===== src/rtl/mult_div_unit.sv =====
// Iterative radix-2 multiply/divide unit, signed and unsigned.
// One operand bit is processed per RUN cycle: shift-add for multiply,
// restoring shift-subtract for divide. Sign handling is done on magnitudes
// in PREP and undone in FIX.
module mult_div_unit #(
    parameter int WIDTH = 32
) (
    input  logic             clk,
    input  logic             reset,
    input  logic             start,
    input  logic [1:0]       op,
    input  logic [WIDTH-1:0] a,
    input  logic [WIDTH-1:0] b,
    output logic             busy,
    output logic             done,
    output logic [WIDTH-1:0] hi,
    output logic [WIDTH-1:0] lo,
    output logic             div_zero
);

    localparam int CW = (WIDTH > 1) ? $clog2(WIDTH) : 1;
    localparam logic [CW-1:0] LAST_STEP = CW'(WIDTH - 1);

    typedef enum logic [2:0] {IDLE, PREP, RUN, FIX, DONE} state_t;

    state_t           state_q, state_d;
    logic [1:0]       op_q, op_d;
    logic [WIDTH-1:0] a_q, a_d;
    logic [WIDTH-1:0] b_q, b_d;
    logic [WIDTH-1:0] mag_b_q, mag_b_d;
    // rem_q is the product upper half / running remainder,
    // quo_q is the multiplier being shifted out / quotient being shifted in.
    logic [WIDTH-1:0] rem_q, rem_d;
    logic [WIDTH-1:0] quo_q, quo_d;
    logic [CW-1:0]    cnt_q, cnt_d;
    logic             neg_res_q, neg_res_d;
    logic             neg_rem_q, neg_rem_d;
    logic [WIDTH-1:0] hi_q, hi_d;
    logic [WIDTH-1:0] lo_q, lo_d;
    logic             dz_q, dz_d;

    // Operand decode and per-step datapath, shared by PREP/RUN/FIX.
    logic               is_signed, is_div;
    logic               sign_a, sign_b;
    logic [WIDTH-1:0]   mag_a, mag_b;
    logic [WIDTH:0]     mul_sum;
    logic [WIDTH:0]     div_shift;
    logic [WIDTH-1:0]   div_diff;
    logic               div_fits;
    logic [2*WIDTH-1:0] product, product_fix;

    assign is_signed   = ~op_q[0];
    assign is_div      = op_q[1];
    assign sign_a      = is_signed & a_q[WIDTH-1];
    assign sign_b      = is_signed & b_q[WIDTH-1];
    assign mag_a       = sign_a ? -a_q : a_q;
    assign mag_b       = sign_b ? -b_q : b_q;
    assign mul_sum     = {1'b0, rem_q} + (quo_q[0] ? {1'b0, mag_b_q} : '0);
    assign div_shift   = {rem_q, quo_q[WIDTH-1]};
    assign div_fits    = div_shift >= {1'b0, mag_b_q};
    // The remainder after a successful subtract is below the divisor, so the
    // low WIDTH bits of the shifted value are enough to form it.
    assign div_diff    = div_shift[WIDTH-1:0] - mag_b_q;
    assign product     = {rem_q, quo_q};
    assign product_fix = neg_res_q ? -product : product;

    // Next-state and datapath update for the five-state sequencer.
    always_comb begin
        // NOTE: every _d gets its hold value first so no path leaves it unassigned (no latches).
        state_d   = state_q;
        op_d      = op_q;
        a_d       = a_q;
        b_d       = b_q;
        mag_b_d   = mag_b_q;
        rem_d     = rem_q;
        quo_d     = quo_q;
        cnt_d     = cnt_q;
        neg_res_d = neg_res_q;
        neg_rem_d = neg_rem_q;
        hi_d      = hi_q;
        lo_d      = lo_q;
        dz_d      = dz_q;

        unique case (state_q)
            IDLE: begin
                if (start) begin
                    op_d    = op;
                    a_d     = a;
                    b_d     = b;
                    state_d = PREP;
                end
            end
            PREP: begin
                neg_res_d = sign_a ^ sign_b;
                neg_rem_d = sign_a;
                mag_b_d   = mag_b;
                rem_d     = '0;
                quo_d     = mag_a;
                cnt_d     = '0;
                if (is_div && (b_q == '0)) begin
                    hi_d    = a_q;
                    lo_d    = '1;
                    dz_d    = 1'b1;
                    state_d = DONE;
                end else begin
                    state_d = RUN;
                end
            end
            RUN: begin
                cnt_d = cnt_q + CW'(1);
                if (is_div) begin
                    rem_d = div_fits ? div_diff : div_shift[WIDTH-1:0];
                    quo_d = {quo_q[WIDTH-2:0], div_fits};
                end else begin
                    rem_d = mul_sum[WIDTH:1];
                    quo_d = {mul_sum[0], quo_q[WIDTH-1:1]};
                end
                if (cnt_q == LAST_STEP) begin
                    state_d = FIX;
                end
            end
            FIX: begin
                if (is_div) begin
                    lo_d = neg_res_q ? -quo_q : quo_q;
                    hi_d = neg_rem_q ? -rem_q : rem_q;
                end else begin
                    {hi_d, lo_d} = product_fix;
                end
                dz_d    = 1'b0;
                state_d = DONE;
            end
            DONE: begin
                state_d = IDLE;
            end
            default: begin
                state_d = IDLE;
            end
        endcase
    end

    // State and datapath registers; reset aborts any operation in flight.
    always_ff @(posedge clk or negedge reset) begin
        if (!reset) begin
            state_q   <= IDLE;
            op_q      <= '0;
            a_q       <= '0;
            b_q       <= '0;
            mag_b_q   <= '0;
            rem_q     <= '0;
            quo_q     <= '0;
            cnt_q     <= '0;
            neg_res_q <= 1'b0;
            neg_rem_q <= 1'b0;
            hi_q      <= '0;
            lo_q      <= '0;
            dz_q      <= 1'b0;
        end else begin
            // NOTE: non-blocking so every register samples the pre-edge values.
            state_q   <= state_d;
            op_q      <= op_d;
            a_q       <= a_d;
            b_q       <= b_d;
            mag_b_q   <= mag_b_d;
            rem_q     <= rem_d;
            quo_q     <= quo_d;
            cnt_q     <= cnt_d;
            neg_res_q <= neg_res_d;
            neg_rem_q <= neg_rem_d;
            hi_q      <= hi_d;
            lo_q      <= lo_d;
            dz_q      <= dz_d;
        end
    end

    assign busy     = (state_q != IDLE);
    assign done     = (state_q == DONE);
    assign hi       = hi_q;
    assign lo       = lo_q;
    assign div_zero = dz_q;

endmodule


===== config.mk =====
export PLATFORM = sky130hd
export DESIGN_NAME = mult_div_unit
export DESIGN_NICKNAME = d
export VERILOG_FILES = /design/src/rtl/mult_div_unit.sv
export SDC_FILE = /design/constraint.sdc
export NUM_CORES = 1
export LEC_CHECK = 0
export ABC_CLOCK_PERIOD_IN_PS = 8780
export CAP_MARGIN = 0
export CORE_ASPECT_RATIO = 2
export CORE_MARGIN = 3
export CORE_UTILIZATION = 64
export DETAILED_ROUTE_END_ITERATION = 7
export GPL_TIMING_DRIVEN = 0
export PLACE_DENSITY = 0.84
export RECOVER_POWER = 50
export SYNTH_ARGS = -nofsm -noshare
export SYNTH_HDL_FRONTEND = slang
export SYNTH_SLANG_ARGS = --single-unit

===== constraint.sdc =====
create_clock -name clk -period 8.78 [get_ports clk]
set_input_delay 0.878 -clock clk [delete_from_list [all_inputs] [get_ports clk]]
set_output_delay 0.878 -clock clk [all_outputs]
set_load 0.02 [all_outputs]

==> impl_metrics.json, run 1 <==
{
  "die_y_um": 235,
  "final_cell_mix": "242 x nand2_1, 237 x dfrtp_1, 164 x a21oi_1",
  "ctsResizeCount": 0,
  "synth_area_leader_cell": "dfrtp_1",
  "drcViolationCount": 0,
  "portBuffers": 135,
  "multiInputGateArea_um2": 10100,
  "nNetsFinal": 2290,
  "wl_met3_um": 5740,
  "worstMarginPinSlew_ps": 1400,
  "final_area_um2": 19400,
  "insertion_delay_ps": 580,
  "synth_warnings": 0,
  "core_area_um2": 25800,
  "htreeDepth": 1,
  "ys_types": 74,
  "power_frac_seq": 0.253,
  "clkSinkCount": 237,
  "die-area_um2": 28300,
  "hpwlAfterDp_um": 49700,
  "start_util": 0.651,
  "cts_tree": "yes",
  "cellPowerDensity_nw_per_um2": 470,
  "place.gp.congestion": 1.10,
  "p_switching_mw": 4.74,
  "grt_pass1_wl_um": 100000,
  "grt-ovfl-total": 0,
  "first_iter_violations": 2022,
  "rsz0062_at_grt": "no",
  "dr.pass1.iters": 8,
  "fp.dieW_um": 120,
  "status": "complete, no violations",
  "placed_area_um2": 18600,
  "holdBufCountCts": 0,
  "p_sw_frac": 0.519,
  "p_leak_nw": 8.19,
  "finalHoldViolations": 0,
  "synth.net_count": 2129,
  "worstPathArrival_ps": 5590,
  "drv_cap": 0,
  "vias_per_cell": 6.88,
  "route.met2.wl_um": 32400,
  "fin_crit_sh": 0.585,
  "drt-wirelength-per-cell_um": 26.5,
  "grt_use_total": 0.467,
  "cp_max_fo": 10,
  "synth_edf_count": 0,
  "synth_cells": 1988,
  "path_clk_slew_ps": 70,
  "slew_violations": 0,
  "netlist.area_leader.share": 0.353,
  "ant_nets": 0,
  "numCtsBuffers": 23,
  "end_kind": "flip-flop",
  "highest_layer": "met5",
  "required_ps": 9230,
  "synth.area.top_cells": "dfrtp_1 35%, nand2_1 5.4%, ha_1 5.2%",
  "async_reset_ff_frac": 1.00,
  "fill_cells": 1882,
  "max_clock_freq_ghz": 0.195,
  "ios": 136,
  "clkPwrFrac": 0.123,
  "hold_path_class": "in2async",
  "wl_met1_um": 19500,
  "yosysSeqAreaShare": 0.353,
  "layout_commonest_cell": "nand2_1",
  "critPathKind": "reg2reg",
  "ys_ff_latch": 237,
  "core.rowCount": 83,
  "root_buffer": "clkbuf_16",
  "grt_pass1_vias": 17600,
  "clockBufferDepth": 3,
  "ys.flop_type": "dfrtp_1",
  "fin_crit_ps": 5140,
  "routed_wl_um": 66400,
  "syn_area_per_cell_um2": 8.44,
  "vdd_ir_drop_max_uv": 266,
  "fin_util": 0.753,
  "power.internal_mw": 4.39,
  "drive_gt1_frac": 0.0619,
  "setup_viol": 0,
  "vias": 17300,
  "p_comb_frac": 0.624,
  "seqCellArea_um2": 5930,
  "netlist_area_um2": 16800,
  "cts_post_setup_buffers_inserted": 0,
  "clock_skew_ps": 25.8,
  "area_delta_synth_final_pct": 15.6,
  "grt_max_degree": 124,
  "antenna_found_initial": 3,
  "start_kind": "flip-flop",
  "slew-limit-headroom": 0.0627
}
-- synth_stat cells, drive strengths merged, types with 9 or more instances --
library cell  instances
a21o                 25
a21oi               164
a22oi                 9
a31oi                36
and3                 17
buf                  26
clkbuf               98
dfrtp               237
ha                   70
inv                  65
mux2                 63
mux2i                49
nand2               242
nand2b               20
nand3                30
nand4                 9
nor2                144
nor2b                13
nor3                 71
nor3b                11
nor4                 20
o211ai               46
o21ai               168
o22ai                 9
o31ai                25
o41ai                14
or3                  27
or4                  15
xnor2                69
xor2                100
-- worst paths after layout --
| path | startpoint | to | slack, ps | cells after the start |
|---|---|---|---|---|
| setup / recovery | rem_q[0]$_DFFE_PN0P_ | rem_q[26]$_DFFE_PN0P_ | 3640 | 12 |
| hold reg to reg | mag_b_q[22]$_DFFE_PN0P_ | mag_b_q[22]$_DFFE_PN0P_ | 480 | 2 |
| max in group asynchronous | reset | hi[15]$_DFFE_PN0P_ | 7280 | 2 |
| setup reg to reg | rem_q[0]$_DFFE_PN0P_ | rem_q[26]$_DFFE_PN0P_ | 3640 | 12 |
| min in group clk | mag_b_q[22]$_DFFE_PN0P_ | mag_b_q[22]$_DFFE_PN0P_ | 480 | 2 |
| hold / removal | reset | lo[16]$_DFFE_PN0P_ | 350 | 1 |
-- state kept, by name (all words and copies together), names as in the netlist --
name       cells
neg_res_q      1
cnt_q          5
rem_q         32
neg_rem_q      1
lo            32
a_q           32
hi            32
mag_b_q       32
op_q           2
b_q           32
state_q        3
quo_q         32
div_zero       1
-- final cells by class --
class,instances,area share
diodes,1,0.000129
plain buffers,124,0.0251
clock buffers,32,0.0340
well taps,340,0.0219
repair buffers,136,0.0713
inverters,65,0.0126
flip-flops and latches,237,0.306
clock inverters,9,0.00793
multi-input cells,1562,0.521
-- logic make-up after synthesis --
family          count (synthesis)  synth area share
simple gates                  645             0.182
compound gates                564             0.206
flops                         237             0.353
buf+inv                       189            0.0435
xor+xnor                      169            0.0887
mux                           112            0.0715
fa+ha+maj                      72            0.0546
-- routing by layer --
layer  track usage  vias up
li1              -     7460
met1         0.439     8077
met2         0.782     1213
met3         0.119      499
met4         0.475        2
met5             0        -
-- critical path: stages (launching register included) --
cell,delay [ps]
dfrtp_1,660
ha_1,350
nor2b_1,160
o31ai_1,410
a2111oi_0,280
o21bai_1,400
a21oi_1,230
a31oi_1,800
buf_2,490
clkbuf_1,680
nor2_1,220
a21oi_1,230
nand3_1,90
-- through the flow --
stage          hold slack [ps]  std cells  TNS [ps]  setup slack, ps  total power [mW]
2_1_floorplan              449       1988         0             5650              5.77
3_3_place_gp               463       2463   -709380            -3030              7.54
3_5_place_dp               471       2464         0             4180              7.71
4_1_cts                    454       2505         0             4180              8.85
5_1_grt                    444       2505         0             3700              9.57
6_report                   347       2506         0             3640              9.13
-- power by group through the flow --
stage / Combinational (mW) / Sequential (mW) / Clock (mW)
final: 5.70 / 2.31 / 1.12
after global routing: 6.07 / 2.35 / 1.15
after CTS: 5.49 / 2.27 / 1.10
after detailed placement: 5.43 / 2.28 / 0
after global placement: 5.29 / 2.25 / 0
after floorplan: 3.55 / 2.22 / 0
No activity file was read; power rests on OpenSTA's default activity.
==> inputs of run 2 (changes only) <==
--- a/config.mk
+++ b/config.mk
@@ -5,14 +5,14 @@
 export SDC_FILE = /design/constraint.sdc
 export NUM_CORES = 1
 export LEC_CHECK = 0
-export ABC_CLOCK_PERIOD_IN_PS = 8780
+export ABC_CLOCK_PERIOD_IN_PS = 4900
 export CAP_MARGIN = 0
 export CORE_ASPECT_RATIO = 2
 export CORE_MARGIN = 3
-export CORE_UTILIZATION = 64
+export CORE_UTILIZATION = 60
 export DETAILED_ROUTE_END_ITERATION = 7
 export GPL_TIMING_DRIVEN = 0
-export PLACE_DENSITY = 0.84
+export PLACE_DENSITY = 0.79
 export RECOVER_POWER = 50
 export SYNTH_ARGS = -nofsm -noshare
 export SYNTH_HDL_FRONTEND = slang
==> constraint.sdc (replaced) <==
create_clock -name clk -period 4.9 [get_ports clk]
set_input_delay 0.49 -clock clk [delete_from_list [all_inputs] [get_ports clk]]
set_output_delay 0.49 -clock clk [all_outputs]
set_load 0.02 [all_outputs]
==> impl_metrics.json, run 2 (same netlist as run 1, synthesis figures left out) <==
{
  "highest_layer": "met5",
  "reg2reg_depth": 12,
  "power.internal_mw": 7.81,
  "crit_path_cell_trace": "ha_1 > nor2b_1 > o31ai_1 > a2111oi_0 > o21bai_1 > a21oi_1 > a31oi_1 > buf_2 > clkbuf_1 > nor2_1 > a21oi_1 > nand3_1",
  "grt_pass1_vias": 17100,
  "status": "complete, but fails checks",
  "fin_crit_sh": 0.968,
  "cellPowerDensity_nw_per_um2": 830,
  "fin_worst_hold_slack_ps": 251,
  "rr_startpoint": "rem_q[0]$_DFFE_PN0P_",
  "routed_wl_um": 64100,
  "layout_commonest_cell": "nand2_1",
  "clkPwrFrac": 0.122,
  "worstMarginPinSlew_ps": 3070,
  "critPathKind": "reg2reg",
  "clock_skew_ps": 12.1,
  "area_delta_synth_final_pct": 15.7,
  "drv_cap": 1,
  "dr.pass1.iters": 5,
  "ios": 136,
  "numCtsBuffers": 23,
  "clkSinkCount": 237,
  "path_common_cell": "a21oi_1",
  "clockBufferDepth": 3,
  "grt_pass1_wl_um": 96000,
  "p_sw_frac": 0.515,
  "fill_cells": 2323,
  "die-area_um2": 30100,
  "crit_end": "rem_q[26]$_DFFE_PN0P_",
  "root_buffer": "clkbuf_16",
  "power_frac_seq": 0.256,
  "vdd_ir_drop_max_uv": 536,
  "worstPathArrival_ps": 5170,
  "p_comb_frac": 0.622,
  "core_area_um2": 27500,
  "place.gp.congestion": 1.02,
  "cp_max_fo": 10,
  "start_kind": "flip-flop",
  "cp_top_family": "compound AO/OA/AOI/OAI gates",
  "wl_met1_um": 19200,
  "vias_per_cell": 6.65,
  "regToRegEndpoint": "rem_q[26]$_DFFE_PN0P_",
  "slowest_stage": "dfrtp_1",
  "end_kind": "flip-flop",
  "max_clock_freq_ghz": 0.211,
  "drive_gt1_frac": 0.0628,
  "finalPower_mw": 16.1,
  "portBuffers": 135,
  "wl_met3_um": 4640,
  "hpwlAfterDp_um": 48900,
  "core.rowCount": 86,
  "slowest_delay_ps": 660,
  "worst-path-buf-inv": 2,
  "slew_violations": 118,
  "finalHoldViolations": 0,
  "required_ps": 5330,
  "fin_crit_ps": 4740,
  "crit_start": "rem_q[0]$_DFFE_PN0P_",
  "antenna_found_initial": 1,
  "slew-limit-headroom": -1.05,
  "path_clk_slew_ps": 70,
  "pre_cts_slack_ps": 377,
  "nNetsFinal": 2292,
  "drcViolationCount": 0,
  "grt-ovfl-total": 0,
  "ant_nets": 0,
  "drt-wirelength-per-cell_um": 25.4,
  "seqCellArea_um2": 5930,
  "cts_tree": "yes",
  "setup_viol": 0,
  "first_iter_violations": 1514,
  "p_switching_mw": 8.30,
  "vias": 16700,
  "route.met2.wl_um": 32500,
  "diodes": 0,
  "violations": "capacitance limit, slew limit",
  "grt_use_total": 0.414,
  "start_util": 0.609,
  "fp.dieW_um": 124,
  "insertion_delay_ps": 560,
  "htreeDepth": 1,
  "grt_max_degree": 120,
  "die_y_um": 242,
  "hold_path_class": "in2async",
  "p_leak_nw": 8.18,
  "rsz0062_at_grt": "no",
  "cp_num_cells": 12,
  "setup_ws_ps": 159,
  "r2r_slack_ps": 160,
  "multiInputGateArea_um2": 10100,
  "final_cell_mix": "242 x nand2_1, 237 x dfrtp_1, 164 x a21oi_1",
  "fin_util": 0.705
}
==> run 2: cell types whose count changed in the layout (fill, tap and decap cells not counted), sizes merged <==
cell / change
diode: -1
dlygate4sd3: +9
clkbuf: -2
buf: -1
clkinv: +1
inv: +1
clkdlybuf4s50: -8
clkinvlp: +2
==> run 2: layout make-up <==
class | instances | share of cell area
buffer | 124 | 0.0251
multi-input combinational | 1562 | 0.521
clock buffer | 28 | 0.0316
inverter | 65 | 0.0126
timing repair buffer | 138 | 0.0715
tap | 352 | 0.0227
clock inverter | 13 | 0.00960
sequential | 237 | 0.306
==> run 2: metrics by stage <==
step / instance area [um^2] / cells / TNS [ps]
floorplan: 16800 / 1988 / 0
global placement: 18600 / 2475 / -1577550
detailed placement: 18600 / 2477 / 0
CTS: 19400 / 2519 / 0
global route: 19400 / 2519 / 0
finish: 19400 / 2519 / 0
==> run 2: how the worst min path moves through the flow <==
stage,endpoint,cells past startpoint,start
6_report,lo[18]$_DFFE_PN0P_,2,reset
2_1_floorplan,a_q[0]$_DFFE_PN0P_,0,reset
3_5_place_dp,lo[18]$_DFFE_PN0P_,1,reset
3_3_place_gp,mag_b_q[15]$_DFFE_PN0P_,2,mag_b_q[15]$_DFFE_PN0P_
4_1_cts,lo[18]$_DFFE_PN0P_,2,reset
5_1_grt,lo[18]$_DFFE_PN0P_,2,reset
==> run 2: layer usage <==
| layer | GRT usage | vias up |
|---|---|---|
| met1 | 0.379 | 7965 |
| met5 | 0 | - |
| li1 | - | 7461 |
| met2 | 0.737 | 934 |
| met4 | 0.406 | 2 |
| met3 | 0.0803 | 386 |
==> run 2: timing repair <==
item / in CTS / in global routing
endpoints found under the hold margin: 1 / 0
buffers inserted: 0 / 0
resized for setup: 0 / 0
hold buffers: 1 / 0
==> run 2: power by group through the flow <==
| stage | Sequential (mW) | Clock (mW) | Combinational, mW |
|---|---|---|---|
| 2_1_floorplan | 3.98 | 0 | 6.37 |
| 5_1_grt | 4.20 | 2.02 | 10.7 |
| 3_3_place_gp | 4.05 | 0 | 9.45 |
| 6_report | 4.12 | 1.97 | 10.0 |
| 3_5_place_dp | 4.08 | 0 | 9.65 |
| 4_1_cts | 4.06 | 1.95 | 9.72 |
